<file path="src/rtl/launch_queue.sv">
// launch_queue: dual-issue instruction queue between decode and launch-select.
//
// Decode pushes up to two entries per cycle (in1 at tail, in2 at tail+1).
// Launch-select sees the two oldest entries (out1 = head, out2 = head+1) and
// returns how many it issued through pop_num (0..2, 3 treated as 2).
// A flush clears the queue at the next edge.
//
// Ports:
//   clk, rst                  clock, asynchronous active-low reset
//   flush                     discard all entries (highest priority)
//   stop                      launch stall; pop_num ignored while high
//   in1_* / in2_*             push slots {valid, pc, npc, decodeout}
//   push_ready                at least two free entries (registered count only)
//   out1_* / out2_*           oldest / second-oldest entry, zero when invalid
//   receive_flag1/2           out1_* / out2_* valid
//   pop_num                   entries issued this cycle
//   count                     occupied entries
//
// Build option: define LAUNCH_QUEUE_BYPASS_EN to let an empty queue forward
// the input slots straight to the outputs in the push cycle.
module launch_queue #(
    parameter int unsigned DEPTH = 8,
    parameter int unsigned PC_W  = 32,
    parameter int unsigned DEC_W = 72
) (
    input  logic                     clk,
    input  logic                     rst,
    input  logic                     flush,
    input  logic                     stop,
    input  logic                     in1_valid,
    input  logic [PC_W-1:0]          in1_pc,
    input  logic [PC_W-1:0]          in1_npc,
    input  logic [DEC_W-1:0]         in1_decodeout,
    input  logic                     in2_valid,
    input  logic [PC_W-1:0]          in2_pc,
    input  logic [PC_W-1:0]          in2_npc,
    input  logic [DEC_W-1:0]         in2_decodeout,
    output logic                     push_ready,
    output logic [PC_W-1:0]          out1_pc,
    output logic [PC_W-1:0]          out1_npc,
    output logic [DEC_W-1:0]         out1_decodeout,
    output logic                     receive_flag1,
    output logic [PC_W-1:0]          out2_pc,
    output logic [PC_W-1:0]          out2_npc,
    output logic [DEC_W-1:0]         out2_decodeout,
    output logic                     receive_flag2,
    input  logic [1:0]               pop_num,
    output logic [$clog2(DEPTH):0]   count
);

    localparam int unsigned AW = $clog2(DEPTH);
    localparam int unsigned CW = AW + 1;

    logic [AW-1:0]    head_q, head_d, tail_q, tail_d;
    logic [CW-1:0]    count_q, count_d;
    logic [PC_W-1:0]  pc_mem  [DEPTH];
    logic [PC_W-1:0]  npc_mem [DEPTH];
    logic [DEC_W-1:0] dec_mem [DEPTH];

    logic [AW-1:0]    head_p1, tail_p1;
    logic [1:0]       push_n, pop_req, pop_eff, avail, skip, wr_n;
    logic             byp;
    logic [PC_W-1:0]  wd0_pc, wd0_npc;
    logic [DEC_W-1:0] wd0_dec;

    assign head_p1 = head_q + AW'(1);
    assign tail_p1 = tail_q + AW'(1);
    assign count   = count_q;

    always_comb begin
        // Space is judged on the registered count; a same-cycle pop is not credited.
        push_ready = (count_q <= CW'(DEPTH - 2));
        push_n     = (push_ready && in1_valid) ? (in2_valid ? 2'd2 : 2'd1) : 2'd0;
        pop_req    = stop ? 2'd0 : ((pop_num == 2'd3) ? 2'd2 : pop_num);
`ifdef LAUNCH_QUEUE_BYPASS_EN
        byp        = (count_q == '0) && !flush;
`else
        byp        = 1'b0;
`endif
        if (byp) begin
            avail = push_n;
        end else if (count_q >= CW'(2)) begin
            avail = 2'd2;
        end else begin
            avail = count_q[1:0];
        end
        pop_eff = (pop_req < avail) ? pop_req : avail;
        // Bypassed entries consumed this cycle never reach storage.
        skip    = byp ? pop_eff : 2'd0;
        wr_n    = push_n - skip;

        receive_flag1 = (avail != 2'd0);
        receive_flag2 = (avail == 2'd2);

        out1_pc        = '0;
        out1_npc       = '0;
        out1_decodeout = '0;
        out2_pc        = '0;
        out2_npc       = '0;
        out2_decodeout = '0;
        if (byp) begin
            if (receive_flag1) begin
                out1_pc        = in1_pc;
                out1_npc       = in1_npc;
                out1_decodeout = in1_decodeout;
            end
            if (receive_flag2) begin
                out2_pc        = in2_pc;
                out2_npc       = in2_npc;
                out2_decodeout = in2_decodeout;
            end
        end else begin
            if (receive_flag1) begin
                out1_pc        = pc_mem[head_q];
                out1_npc       = npc_mem[head_q];
                out1_decodeout = dec_mem[head_q];
            end
            if (receive_flag2) begin
                out2_pc        = pc_mem[head_p1];
                out2_npc       = npc_mem[head_p1];
                out2_decodeout = dec_mem[head_p1];
            end
        end

        // With one bypassed entry consumed, in2 becomes the first stored entry.
        if (skip == 2'd1) begin
            wd0_pc  = in2_pc;
            wd0_npc = in2_npc;
            wd0_dec = in2_decodeout;
        end else begin
            wd0_pc  = in1_pc;
            wd0_npc = in1_npc;
            wd0_dec = in1_decodeout;
        end

        if (flush) begin
            head_d  = '0;
            tail_d  = '0;
            count_d = '0;
        end else begin
            head_d  = head_q + AW'(pop_eff - skip);
            tail_d  = tail_q + AW'(wr_n);
            count_d = count_q + CW'(push_n) - CW'(pop_eff);
        end
    end

    always_ff @(posedge clk or negedge rst) begin
        if (!rst) begin
            head_q  <= '0;
            tail_q  <= '0;
            count_q <= '0;
        end else begin
            head_q  <= head_d;
            tail_q  <= tail_d;
            count_q <= count_d;
        end
    end

    // Storage needs no reset: outputs are masked by the valid flags.
    always_ff @(posedge clk) begin
        if (!flush) begin
            if (wr_n != 2'd0) begin
                pc_mem[tail_q]  <= wd0_pc;
                npc_mem[tail_q] <= wd0_npc;
                dec_mem[tail_q] <= wd0_dec;
            end
            if (wr_n == 2'd2) begin
                pc_mem[tail_p1]  <= in2_pc;
                npc_mem[tail_p1] <= in2_npc;
                dec_mem[tail_p1] <= in2_decodeout;
            end
        end
    end

endmodule

</file>
<file path="config.mk">
export PLATFORM = sky130hd
export DESIGN_NAME = launch_queue
export DESIGN_NICKNAME = d
export VERILOG_FILES = /design/src/rtl/launch_queue.sv
export SDC_FILE = /design/constraint.sdc
export NUM_CORES = 2
export LEC_CHECK = 0
export CORE_ASPECT_RATIO = 0.6
export CORE_MARGIN = 2
export CORE_UTILIZATION = 60
export CTS_BUF_LIST = sky130_fd_sc_hd__clkbuf_2
export DETAILED_ROUTE_END_ITERATION = 16
export GPL_ROUTABILITY_DRIVEN = 0
export PLACE_DENSITY = 0.81
export SYNTH_ARGS = -nofsm -noshare
export SYNTH_HDL_FRONTEND = slang
export SYNTH_SLANG_ARGS = --single-unit
</file>
<file path="constraint.sdc">
create_clock -name clk -period 14.9 [get_ports clk]
set_input_delay 2.98 -clock clk [delete_from_list [all_inputs] [get_ports clk]]
set_output_delay 2.98 -clock clk [all_outputs]
set_load 0.02 [all_outputs]
</file>
==> results.py <==
metrics = {
    "status": {
        "outcome": "finished, final reports clean",
    },
    "global_routing": {
        "grt_max_degree": 137,
        "grt.total_usage_pct": 33.1,
        "number_of_global_route_vias_before_repair": 40000,
        "wire_length_of_the_first_global_routing_pass_microns": 265000,
        "antenna_found_initial": 40,
        "overflow": 0,
    },
    "sta": {
        "report.final.slew_viol_count": 0,
        "max_slew_margin_pct": 21.4,
        "finalWorstSetupSlack_ps": 5270,
        "worst-slew-pin-transition_ps": 1180,
        "setup_tns_ps": 0,
        "setup_repair_after_global_routing_missed_its_margin": "no",
        "finalHoldViolations": 0,
        "timing.clock.skew_ps": 130,
        "holdWs_ps": 680,
        "min_period_ps": 9630,
        "f_max_mhz": 104,
        "setup_viol_count_final": 0,
        "fin_crit_sh_pct": 64.6,
    },
    "cells_and_area": {
        "layout.cells.most_common": "sky130_fd_sc_hd__edfxtp_1",
        "finalNetCount": 4307,
        "final_cell_mix": "sky130_fd_sc_hd__edfxtp_1, sky130_fd_sc_hd__mux2_2, sky130_fd_sc_hd__clkdlybuf4s50_1",
        "layout-area-overhead-vs-synth_pct": 13.7,
        "filler_cell_count": 6913,
        "drive_gt1_share_pct": 50.5,
        "area_used_by_multi_input_combinational_logic_sq_um": 28800,
        "post-route-cell-area_sq_um": 72000,
        "regArea_sq_um": 32900,
    },
    "floorplan": {
        "io_pins": 559,
        "die_height_microns": 256,
        "floorplan.core_area_sq_um": 105000,
        "initial_utilization_pct": 60.4,
        "die_width_microns": 423,
        "fp-row-count": 92,
        "floorplan.die_area_sq_um": 108000,
    },
    "pwr": {
        "leakagePower_nw": 23.3,
        "total_power_mw": 10.7,
        "worst_ir_drop_vdd_v": 0.000259,
        "power.density_nw_per_um2": 149,
    },
    "route": {
        "detail_route.first_pass.iterations": 5,
        "antenna_violating_nets_post_route": 0,
        "dr_total_vias": 38900,
        "detail_route.iter0.violations": 4637,
        "route.detailed.vias_per_inst": 6.92,
        "drcViolationCount": 0,
        "detail_route.wl_per_cell_microns": 31.9,
        "routed_wirelength_microns": 179000,
    },
    "setup_path": {
        "r2r_start": "count[3]",
        "ff2ff_path_depth": 8,
        "cp-endpoint": "out2_decodeout[69]",
        "r2r-end": "pc_mem[0][7]",
        "ff2ff_setup_slack_ps": 10440,
        "setup.worst_path.class": "flop to output pin",
        "path_max_fanout": 60,
        "crit_path_end_kind": "output pin",
        "critPathRequiredTime_ps": 11920,
        "worst-endpoint-arrival_ps": 6650,
        "timing.critical_path.from": "head_q[1]",
        "crit_path_start_kind": "flop",
    },
    "place": {
        "place.detailed.hpwl_microns": 99700,
        "dpl_worst_slack_ps": 6830,
        "portBuffers": 558,
        "place_area_sq_um": 69700,
    },
    "clock_network": {
        "holdBufCountCts": 0,
        "tritoncts.num_buffers": 282,
        "numClockSinks": 1098,
        "postCtsSetupRepairBufs": 0,
        "ctsLongestPathBuffers": 4,
        "tritoncts": "built",
        "clockRootBuffer": "sky130_fd_sc_hd__clkbuf_2",
        "clk_pin_slew_ps": 100,
        "post_cts.resized_instances": 0,
        "insertion_delay_ps": 1680,
        "cts.htree.levels": 5,
    },
    "logic_synthesis": {
        "postSynthAreaPerCell_sq_um": 18.6,
        "synth_seq_cells": 1098,
        "netlist_instances": 3413,
        "post_synth_design_cell_area_sq_um": 63300,
        "ys.warnings.count": 0,
        "netlist_cell_types": 40,
        "syn_nets": 3709,
        "synth.yosys.seq_area_share_pct": 52.0,
    },
    "flow_run": {
        "max-cap-violations": 0,
    },
    "hold_path": {
        "hold_path.class": "flop to flop",
    },
}
## critical path, cell delays in order (launching register included)
cell,delay (ps)
sky130_fd_sc_hd__dfrtp_4,1050
sky130_fd_sc_hd__ha_4,820
sky130_fd_sc_hd__buf_4,770
sky130_fd_sc_hd__buf_4,860
sky130_fd_sc_hd__mux4_2,610
sky130_fd_sc_hd__a22o_1,300
sky130_fd_sc_hd__clkdlybuf4s50_1,560
## cell type report
cell class | count | area share [%]
antenna | 35 | 0.122
clock buffer | 400 | 2.78
clock inverter | 54 | 0.288
inverter | 11 | 0.0573
multi-input combinational | 1999 | 40.0
sequential | 1098 | 45.7
tap | 1410 | 2.45
timing repair buffer | 619 | 8.62
## sequential cells by signal, indices dropped and copies added (netlist names)
| signal | cells |
|---|---|
| pc_mem | 256 |
| count | 4 |
| dec_mem | 576 |
| tail_q | 3 |
| npc_mem | 256 |
| head_q | 3 |
## report_power, final
part	internal [mW]	switching (mW)
Sequential	3.59	0.107
Combinational	2.44	2.61
Clock	0.707	1.26
## cell usage after synthesis
library cell               count  area (sq um)
sky130_fd_sc_hd__a21o_1        1          7.51
sky130_fd_sc_hd__a21oi_1       3          15.0
sky130_fd_sc_hd__a22o_1      272          2380
sky130_fd_sc_hd__a31oi_1       7          43.8
sky130_fd_sc_hd__a31oi_2       1          12.5
sky130_fd_sc_hd__and2_1        2          12.5
sky130_fd_sc_hd__and2b_1       1          7.51
sky130_fd_sc_hd__and4b_1       1          10.0
sky130_fd_sc_hd__buf_1        28           105
sky130_fd_sc_hd__buf_2       168           841
sky130_fd_sc_hd__buf_4         2          15.0
sky130_fd_sc_hd__buf_6        46           518
sky130_fd_sc_hd__clkbuf_1     61           229
sky130_fd_sc_hd__clkinv_1      1          3.75
sky130_fd_sc_hd__dfrtp_1      10           250
sky130_fd_sc_hd__edfxtp_1   1088         32700
sky130_fd_sc_hd__fa_1          4          80.1
sky130_fd_sc_hd__ha_1         12           150
sky130_fd_sc_hd__inv_1        10          37.5
sky130_fd_sc_hd__mux2_1       15           169
sky130_fd_sc_hd__mux2_2      793          8930
sky130_fd_sc_hd__mux2_4      280          4200
sky130_fd_sc_hd__mux2i_1       1          10.0
sky130_fd_sc_hd__mux4_2      544         12300
sky130_fd_sc_hd__nand2_1       3          11.3
sky130_fd_sc_hd__nand2b_1      4          25.0
sky130_fd_sc_hd__nand3_1       3          15.0
sky130_fd_sc_hd__nand3b_1      1          7.51
sky130_fd_sc_hd__nor2_1       16          60.1
sky130_fd_sc_hd__nor2_2        1          6.26
sky130_fd_sc_hd__nor2b_1       9          56.3
sky130_fd_sc_hd__nor3_1       12          60.1
sky130_fd_sc_hd__nor3_2        3          30.0
sky130_fd_sc_hd__nor3b_1       1          7.51
sky130_fd_sc_hd__or2_2         1          6.26
sky130_fd_sc_hd__or3_1         1          6.26
sky130_fd_sc_hd__xnor2_1       4          35.0
sky130_fd_sc_hd__xnor2_2       1          16.3
sky130_fd_sc_hd__xor2_1        1          8.76
sky130_fd_sc_hd__xor2_2        1          16.3
## layer usage
layer | GRT usage (%) | vias to the layer above | wire, microns
met5 | 0.482 | - | 141
met4 | 14.9 | 24 | 6740
met3 | 7.81 | 414 | 18100
met2 | 51.1 | 2439 | 85500
met1 | 45.0 | 20200 | 68800
li1 | - | 15900 | -
## worst min-delay path by stage
stage / startpoint / to / slack (ps) / cells after the start
final: head_q[2] / head_q[2] / 680 / 2
after global routing: head_q[2] / head_q[2] / 730 / 2
after CTS: head_q[2] / head_q[2] / 680 / 2
after detailed placement: head_q[2] / head_q[2] / 660 / 2
after global placement: head_q[2] / head_q[2] / 630 / 2
after floorplan: head_q[2] / head_q[2] / 550 / 2
## cells by family (layout without fill, tap and decap cells)
logic type | count (synthesis) | in the layout | share of synthesized area, %
and+or+nand+nor | 59 | 59 | 0.508
muxes | 1633 | 1633 | 40.4
buffers and inverters | 316 | 1084 | 2.76
AOI/OAI and AO/OA | 284 | 284 | 3.89
DFF | 1098 | 1098 | 52.0
xor gates and xnor gates | 7 | 7 | 0.121
other | 0 | 35 | 0
adders and majority gates | 16 | 16 | 0.364
## through the flow
step	std cells	util, %
after CTS	5591	68.6
after global routing	5623	68.7
after floorplan	3413	-
after detailed placement	5137	66.5
after global placement	5137	66.5
final	5626	68.7
(Power assumes the default switching activity.)
